## src/rtl/piso_serial_tx_if.sv

```systemverilog
// Handshake and serial line bundle for the framed PISO transmitter.
// The master drives load/in; the slave (transmitter) drives status and sout.
interface piso_serial_tx_if #(
  parameter int N = 4
);
  logic         load;
  logic [N-1:0] in;
  logic         ready;
  logic         busy;
  logic         done;
  logic         sout;

  modport master (
    output load, in,
    input  ready, busy, done, sout
  );

  modport slave (
    input  load, in,
    output ready, busy, done, sout
  );
endinterface

```

## src/rtl/piso_serial_tx.sv

```systemverilog
// Framed parallel-in/serial-out transmitter: start, data MSB first,
// optional even parity, stop; each bit held DIV clocks.
module piso_serial_tx #(
  parameter int N         = 4,
  parameter int DIV       = 4,
  parameter int PARITY_EN = 1
) (
  input  logic clk,
  input  logic rst,
  piso_serial_tx_if.slave tx
);
  localparam int TW = (DIV > 1) ? $clog2(DIV) : 1;
  localparam int BW = $clog2(N);

  localparam logic [2:0] IDLE   = 3'd0;
  localparam logic [2:0] START  = 3'd1;
  localparam logic [2:0] DATA   = 3'd2;
  localparam logic [2:0] PARITY = 3'd3;
  localparam logic [2:0] STOP   = 3'd4;

  localparam logic [TW-1:0] RELOAD = TW'(DIV - 1);
  localparam logic [BW-1:0] LAST   = BW'(N - 1);

  logic [2:0]    state;
  logic [N-1:0]  sreg;
  logic          par;
  logic [TW-1:0] tick;
  logic [BW-1:0] bitcnt;
  logic          sout_q;
  logic          done_q;
  logic          tick_end;

  assign tick_end = (tick == '0);

  always_ff @(posedge clk or posedge rst) begin
    if (rst) begin
      state  <= IDLE;
      sreg   <= '0;
      par    <= 1'b0;
      tick   <= '0;
      bitcnt <= '0;
      sout_q <= 1'b1;
      done_q <= 1'b0;
    end else begin
      done_q <= 1'b0;
      unique case (state)
        IDLE: begin
          sout_q <= 1'b1;
          if (tx.load) begin
            sreg   <= tx.in;
            par    <= ^tx.in;
            tick   <= RELOAD;
            state  <= START;
            sout_q <= 1'b0;
          end
        end
        START: begin
          if (tick_end) begin
            tick   <= RELOAD;
            bitcnt <= LAST;
            state  <= DATA;
            sout_q <= sreg[N-1];
          end else begin
            tick <= tick - 1'b1;
          end
        end
        DATA: begin
          if (tick_end) begin
            tick   <= RELOAD;
            sreg   <= sreg << 1;
            bitcnt <= bitcnt - 1'b1;
            if (bitcnt == '0) begin
              if (PARITY_EN != 0) begin
                state  <= PARITY;
                sout_q <= par;
              end else begin
                state  <= STOP;
                sout_q <= 1'b1;
              end
            end else begin
              // next data bit is the one just below the current MSB
              sout_q <= sreg[N-2];
            end
          end else begin
            tick <= tick - 1'b1;
          end
        end
        PARITY: begin
          if (tick_end) begin
            tick   <= RELOAD;
            state  <= STOP;
            sout_q <= 1'b1;
          end else begin
            tick <= tick - 1'b1;
          end
        end
        STOP: begin
          if (tick_end) begin
            tick   <= RELOAD;
            state  <= IDLE;
            sout_q <= 1'b1;
            done_q <= 1'b1;
          end else begin
            tick <= tick - 1'b1;
          end
        end
        default: begin
          state  <= IDLE;
          sout_q <= 1'b1;
        end
      endcase
    end
  end

  assign tx.busy  = (state != IDLE);
  assign tx.ready = ~tx.busy;
  assign tx.done  = done_q;
  assign tx.sout  = sout_q;
endmodule

```

## src/flat_wrapper.sv

```systemverilog
// flat-port wrapper written by rule: the top's interface ports become plain ports
module piso_serial_tx_flat 
#(
  parameter int N         = 4,
  parameter int DIV       = 4,
  parameter int PARITY_EN = 1
)
  (clk, rst, tx_load, tx_in, tx_ready, tx_busy, tx_done, tx_sout);
  piso_serial_tx_if #(.N(N)) tx_i ();
  input  logic clk;
  input  logic rst;
  input wire logic [$bits(tx_i.load)-1:0] tx_load;
  input wire logic [$bits(tx_i.in)-1:0] tx_in;
  output wire logic [$bits(tx_i.ready)-1:0] tx_ready;
  output wire logic [$bits(tx_i.busy)-1:0] tx_busy;
  output wire logic [$bits(tx_i.done)-1:0] tx_done;
  output wire logic [$bits(tx_i.sout)-1:0] tx_sout;
  assign tx_i.load = tx_load;
  assign tx_i.in = tx_in;
  assign tx_ready = tx_i.ready;
  assign tx_busy = tx_i.busy;
  assign tx_done = tx_i.done;
  assign tx_sout = tx_i.sout;
  piso_serial_tx #(.N(N), .DIV(DIV), .PARITY_EN(PARITY_EN)) u_core (.clk(clk), .rst(rst), .tx(tx_i));
endmodule
```

## config.mk

```make
export PLATFORM = sky130hd
export DESIGN_NAME = piso_serial_tx_flat
export DESIGN_NICKNAME = d
export VERILOG_FILES = /design/src/rtl/piso_serial_tx_if.sv /design/src/rtl/piso_serial_tx.sv /design/src/flat_wrapper.sv
export SDC_FILE = /design/constraint.sdc
export NUM_CORES = 1
export LEC_CHECK = 0
export ABC_AREA = 1
export CORE_MARGIN = 8
export CORE_UTILIZATION = 53
export CTS_CLUSTER_DIAMETER = 80
export DETAILED_ROUTE_END_ITERATION = 8
export PLACE_DENSITY = 0.88
export SLEW_MARGIN = 25
export SYNTH_ARGS = -nofsm -noshare
export SYNTH_HDL_FRONTEND = slang
export SYNTH_SLANG_ARGS = --single-unit
```

## constraint.sdc

```tcl
create_clock -name clk -period 1.5 [get_ports clk]
set_clock_uncertainty 0.1 [all_clocks]
set_input_delay 0.225 -clock clk [delete_from_list [all_inputs] [get_ports clk]]
set_output_delay 0.225 -clock clk [all_outputs]
set_load 0.01 [all_outputs]
```

-- After elaboration in Yosys (flattened, before gate mapping)
Cells that the tools add are included.
Widths: inputs -> output; s select.
- input bits: 7
- bits in registers: 14
- equal/unequal tests: 11
- reductions and logical operators: 16
- bitwise gates (word level): 1
- mux-type cells: 24
- $add $sub $neg: 2
- operators by type and width (cell ; number):
    $mux 3 ; 6
    $pmux 3 s5 ; 1
    $ne 2x1->1 const B ; 6
    $reduce_and 3->1 ; 3
    $mux 2 ; 4
    $mux 4 ; 2
    $pmux 2 s2 ; 2
    $pmux 4 s2 ; 1
    $mux 1 ; 7
    $eq 3x2->1 const B ; 2
    $reduce_and 6->1 ; 1
    $reduce_bool 2->1 ; 3
    $logic_not 2->1 ; 2
    $pmux 1 s4 ; 1
    $reduce_and 2->1 ; 2
    $reduce_or 4->1 ; 1
    $reduce_xor 4->1 ; 1
    $sub 2x1->2 const B ; 2
    $eq 3x1->1 const B ; 1
    $eq 3x3->1 const B ; 1
    $logic_not 3->1 ; 1
    $reduce_bool 3->1 ; 1
    $ne 2x2->1 const B ; 1
    $reduce_or 2->1 ; 1
    $not 1->1 ; 1

-- Longest topological paths before layout
- depth after elaboration: 4
- mapped depth: 9

-- Worst setup path before layout
No wires, ideal clock.
- path type: register to register
- start: register u_core.state[0]
- end: register u_core.par
- path slack: 174 ps
- arrival: 1110 ps
- path buffers: 1
- data required time: 1284 ps
- library setup time: 116 ps
- period minus slack after synthesis: 1326 ps
- stages on the path, launching flop included: 8
- cell sequence: dfrtp_1 > buf_2 > nor2_4 > nand2_2 > nor2_1 > inv_1 > nand2_1 > nand2_1
- cells in the longest elaborated chain, start to end: 2
- ends and longest elaborated chain (item ; line ; RTL):
    start, declared ; piso_serial_tx.sv:24 ; logic [2:0] state;
    start signal, assigned ; piso_serial_tx.sv:37 ; state <= IDLE;
    start signal, assigned ; piso_serial_tx.sv:53 ; state <= START;
    start signal, assigned ; piso_serial_tx.sv:61 ; state <= DATA;
    $logic_not 3->1 ; piso_serial_tx.sv:46 ; unique case (state)
    $reduce_and 2->1 (no source line) ; n/a ;
    end signal, assigned ; piso_serial_tx.sv:51 ; par <= ^tx.in;
    end, declared ; piso_serial_tx.sv:26 ; logic par;
No other way between the ends.
A chain may end at the register's enable or synchronous reset.

-- Final worst setup path
- start: register u_core.done_q, in the netlist u_core.tx.done
- end: output port tx_done
- RTL lines (item ; line ; RTL):
    start, declared ; piso_serial_tx.sv:30 ; logic done_q;
    start signal, assigned ; piso_serial_tx.sv:43 ; done_q <= 1'b0;
    start signal, assigned ; piso_serial_tx.sv:45 ; done_q <= 1'b0;
    start signal, assigned ; piso_serial_tx.sv:102 ; done_q <= 1'b1;
    end, declared ; flat_wrapper.sv:16 ; output wire logic [$bits(tx_i.done)-1:0] tx_done;
No word-level cell between the ends.

==> impl_metrics.yaml <==
worst_setup_path:
  critPathRequiredTime_ns: 1.17
  cp-end-kind: "primary output"
  slowest_stage: "sky130_fd_sc_hd__clkdlybuf4s50_1"
  rr_startpoint: "u_core.state[0]"
  worst_r2r_path_depth: 7
  regToRegSetupSlack_ns: 0.08
  cp_max_fanout: 1
  crit_path_max_delay_family: "buffers and inverters"
  critical_path_class: "reg -> out"
  timing.rr.end: "u_core.sreg[1]"
  critPathArrivalTime_ns: 1.13
  start_kind: "register"
  critical_path.cell_chain: "clkdlybuf4s50_1"
  critPathMaxStageDelay_ns: 0.53
  critical_path_cell_count: 1
  critPathBufInv: 1
synth:
  seq_area_frac_synth_pct: 36.7
  synthesis.nets: 140
  synth_area_per_cell_um2: 7.37
  cell_count_after_synthesis: 130
  synth_top_area_share_pct: 33.9
  yosys_register_bits: 14
  synth.yosys.warnings: 0
  synthTopCellsByArea: "sky130_fd_sc_hd__dfrtp_1 34%, sky130_fd_sc_hd__nand2_1 20%, sky130_fd_sc_hd__inv_1 5.9%"
  post_synth_instance_area_um2: 958
  synth_largest_area_cell: "sky130_fd_sc_hd__dfrtp_1"
  synth.lib_cells_used.distinct: 20
route:
  detail-route-antenna-nets: 0
  detail_route.wl_per_cell_um: 11.8
  post-route-drc-count: 0
  vias_cell: 4.98
  first_pass_iters: 4
  wirelength_um: 2070
  total_vias_in_the_final_route: 877
  detail_route.iter0.violations: 17
sta:
  final-hold-violation-count: 0
  fmax_ghz: 0.687
  final-setup-viol-count: 0
  post-route-min-period_ns: 1.46
  tightest_slew_ns: 0.221
  slew-limit-headroom_pct: 85.3
  maxSlewViolCount: 0
  grt_setup_unrepaired: "no"
  hold-worst-slack_ns: 0.137
  period_share_pct: 97.1
clock_tree:
  clockRootBuffer: "sky130_fd_sc_hd__clkbuf_4"
  clock_transition_time_at_the_flip_flop_clock_pins_of_the_worst_setup_and_hold_paths_ns: 0.09
  clk_latency_ns: 0.28
  cts_buffer_count: 3
  htree_num_levels: 1
  numClockSinks: 14
  tritoncts: "yes"
  cts_max_path_buffers: 2
  post_cts_hold_buffer_count: 0
final_layout:
  drive_above_1_share_pct: 23.2
  mostFrequentLayoutCell: "sky130_fd_sc_hd__nand2_1"
  n_antenna_cell: 0
  area_growth_syn_to_layout_pct: 22.6
  final_nets: 162
  layout.cells.most_common_list: "52 x sky130_fd_sc_hd__nand2_1, 15 x sky130_fd_sc_hd__inv_1, 13 x sky130_fd_sc_hd__dfrtp_1"
  design_area_mm2: 0.00117
die:
  core_region_area_mm2: 0.00171
  die_wd_um: 58.5
  initial_utilization_pct: 56.1
  floorplan.die_area_mm2: 0.00343
  dieHeight_um: 58.5
  ios: 11
  std_cell_rows: 15
placed_design:
  port-buffer-count: 10
  finalWeightedCongestion: 0.812
  detailed_place_hpwl_um: 1580
  placement.cell_area_mm2: 0.00113
power_and_ir_drop:
  static-leakage-power_uw: 0.000637
  irDropWorstVdd_mv: 1.44
  pwr_density_cell_mw_per_mm2: 2360
global_route:
  grt_pass1_vias: 887
  globalRouteOverflowTotal: 0
  grt_first_pass_wirelength_um: 3630
  initial_antenna_violation_count: 0
  grt_start_max_net_pins: 15
  grt_usage_pct: 13.4
outcome:
  run_status: "finished clean"
min_path:
  hold_class: "in -> async"
run:
  max_cap_viols: 0
==> per-layer routing <==
layer	up-vias	global-route usage [%]	part of all wire [%]
met1	399	14.8	44
met5	-	0	0
met4	0	5.94	1.7
li1	447	-	-
met2	24	23.6	50
met3	7	3.26	4.0
==> cell families after synthesis <==
kind of cell	synth area share [%]
flip-flops	36.7
AND/OR/NAND/NOR	45.3
buffers and inverters	8.75
XOR/XNOR	1.83
AO/OA/AOI/OAI	3.53
adder cells (fa/ha/maj)	3.92
==> worst max-delay path by stage <==
| stage | from | slack [ns] | to |
|---|---|---|---|
| global placement | u_core.state[0] | 0.02 | tx_ready |
| global route | u_core.tx.done | 0.003 | tx_done |
| finish | u_core.tx.done | 0.04 | tx_done |
| detailed placement | u_core.state[0] | 0.006 | tx_ready |
| CTS | u_core.state[0] | -0.02 | tx_ready |
| floorplan | u_core.state[0] | 0.17 | u_core.par |
==> stage by stage <==
step | cells | util, % | setup slack (ns) | power, µW | setup TNS [ns]
CTS | 174 | 68.0 | -0.0186 | 2720 | -0.0186
global placement | 170 | 65.9 | 0.0224 | 2390 | 0
floorplan | 130 | - | 0.174 | 1970 | 0
finish | 176 | 68.8 | 0.0441 | 2780 | 0
global route | 176 | 68.8 | 0.00292 | 3050 | 0
detailed placement | 170 | 65.9 | 0.00639 | 2460 | 0
==> state kept, by name, indices dropped and copies added (netlist names) <==
register and cells:
u_core.sreg 4, u_core.state 3, u_core.bitcnt 2, u_core.tick 2
u_core.par 1, u_core.tx.done 1, u_core.tx.sout 1
==> cell type report <==
cell class | instances | area (µm²)
clock buffer | 4 | 36.3
timing repair buffer | 19 | 160
inverter | 18 | 67.6
tap | 25 | 31.3
sequential | 14 | 352
multi-input combinational | 96 | 528
fill | 128 | 533
==> synthesized netlist by cell type <==
cell                        n
sky130_fd_sc_hd__inv_1     15
sky130_fd_sc_hd__nand4_1    5
sky130_fd_sc_hd__ha_1       3
sky130_fd_sc_hd__buf_2      1
sky130_fd_sc_hd__dfstp_2    1
sky130_fd_sc_hd__nand3b_1   1
sky130_fd_sc_hd__o21ai_4    1
sky130_fd_sc_hd__inv_2      3
sky130_fd_sc_hd__o211ai_1   1
sky130_fd_sc_hd__xnor2_1    2
sky130_fd_sc_hd__nor2_4     3
sky130_fd_sc_hd__nand3_1    9
sky130_fd_sc_hd__dfrtp_1   13
sky130_fd_sc_hd__nand3_2    2
sky130_fd_sc_hd__nand3_4    2
sky130_fd_sc_hd__nor2_1     6
sky130_fd_sc_hd__buf_6      1
sky130_fd_sc_hd__nand2_2    7
sky130_fd_sc_hd__nand2_1   52
sky130_fd_sc_hd__o21ai_0    2
==> power breakdown <==
group          leakage [µW]  internal [µW]  switching [µW]
clock             0.0000210            147             129
sequential         0.000171            575             116
combinational      0.000445            708            1100
total              0.000637           1430            1350
==> repair_timing <==
item / 4_1_cts / 5_1_grt
gates resized for setup: 5 / 5
setup endpoints to repair: 3 / 9
hold endpoints to repair: 0 / 0
buffers inserted: 0 / 2
pin swaps: 0 / 1
No activity file was read; power rests on OpenSTA's default activity.
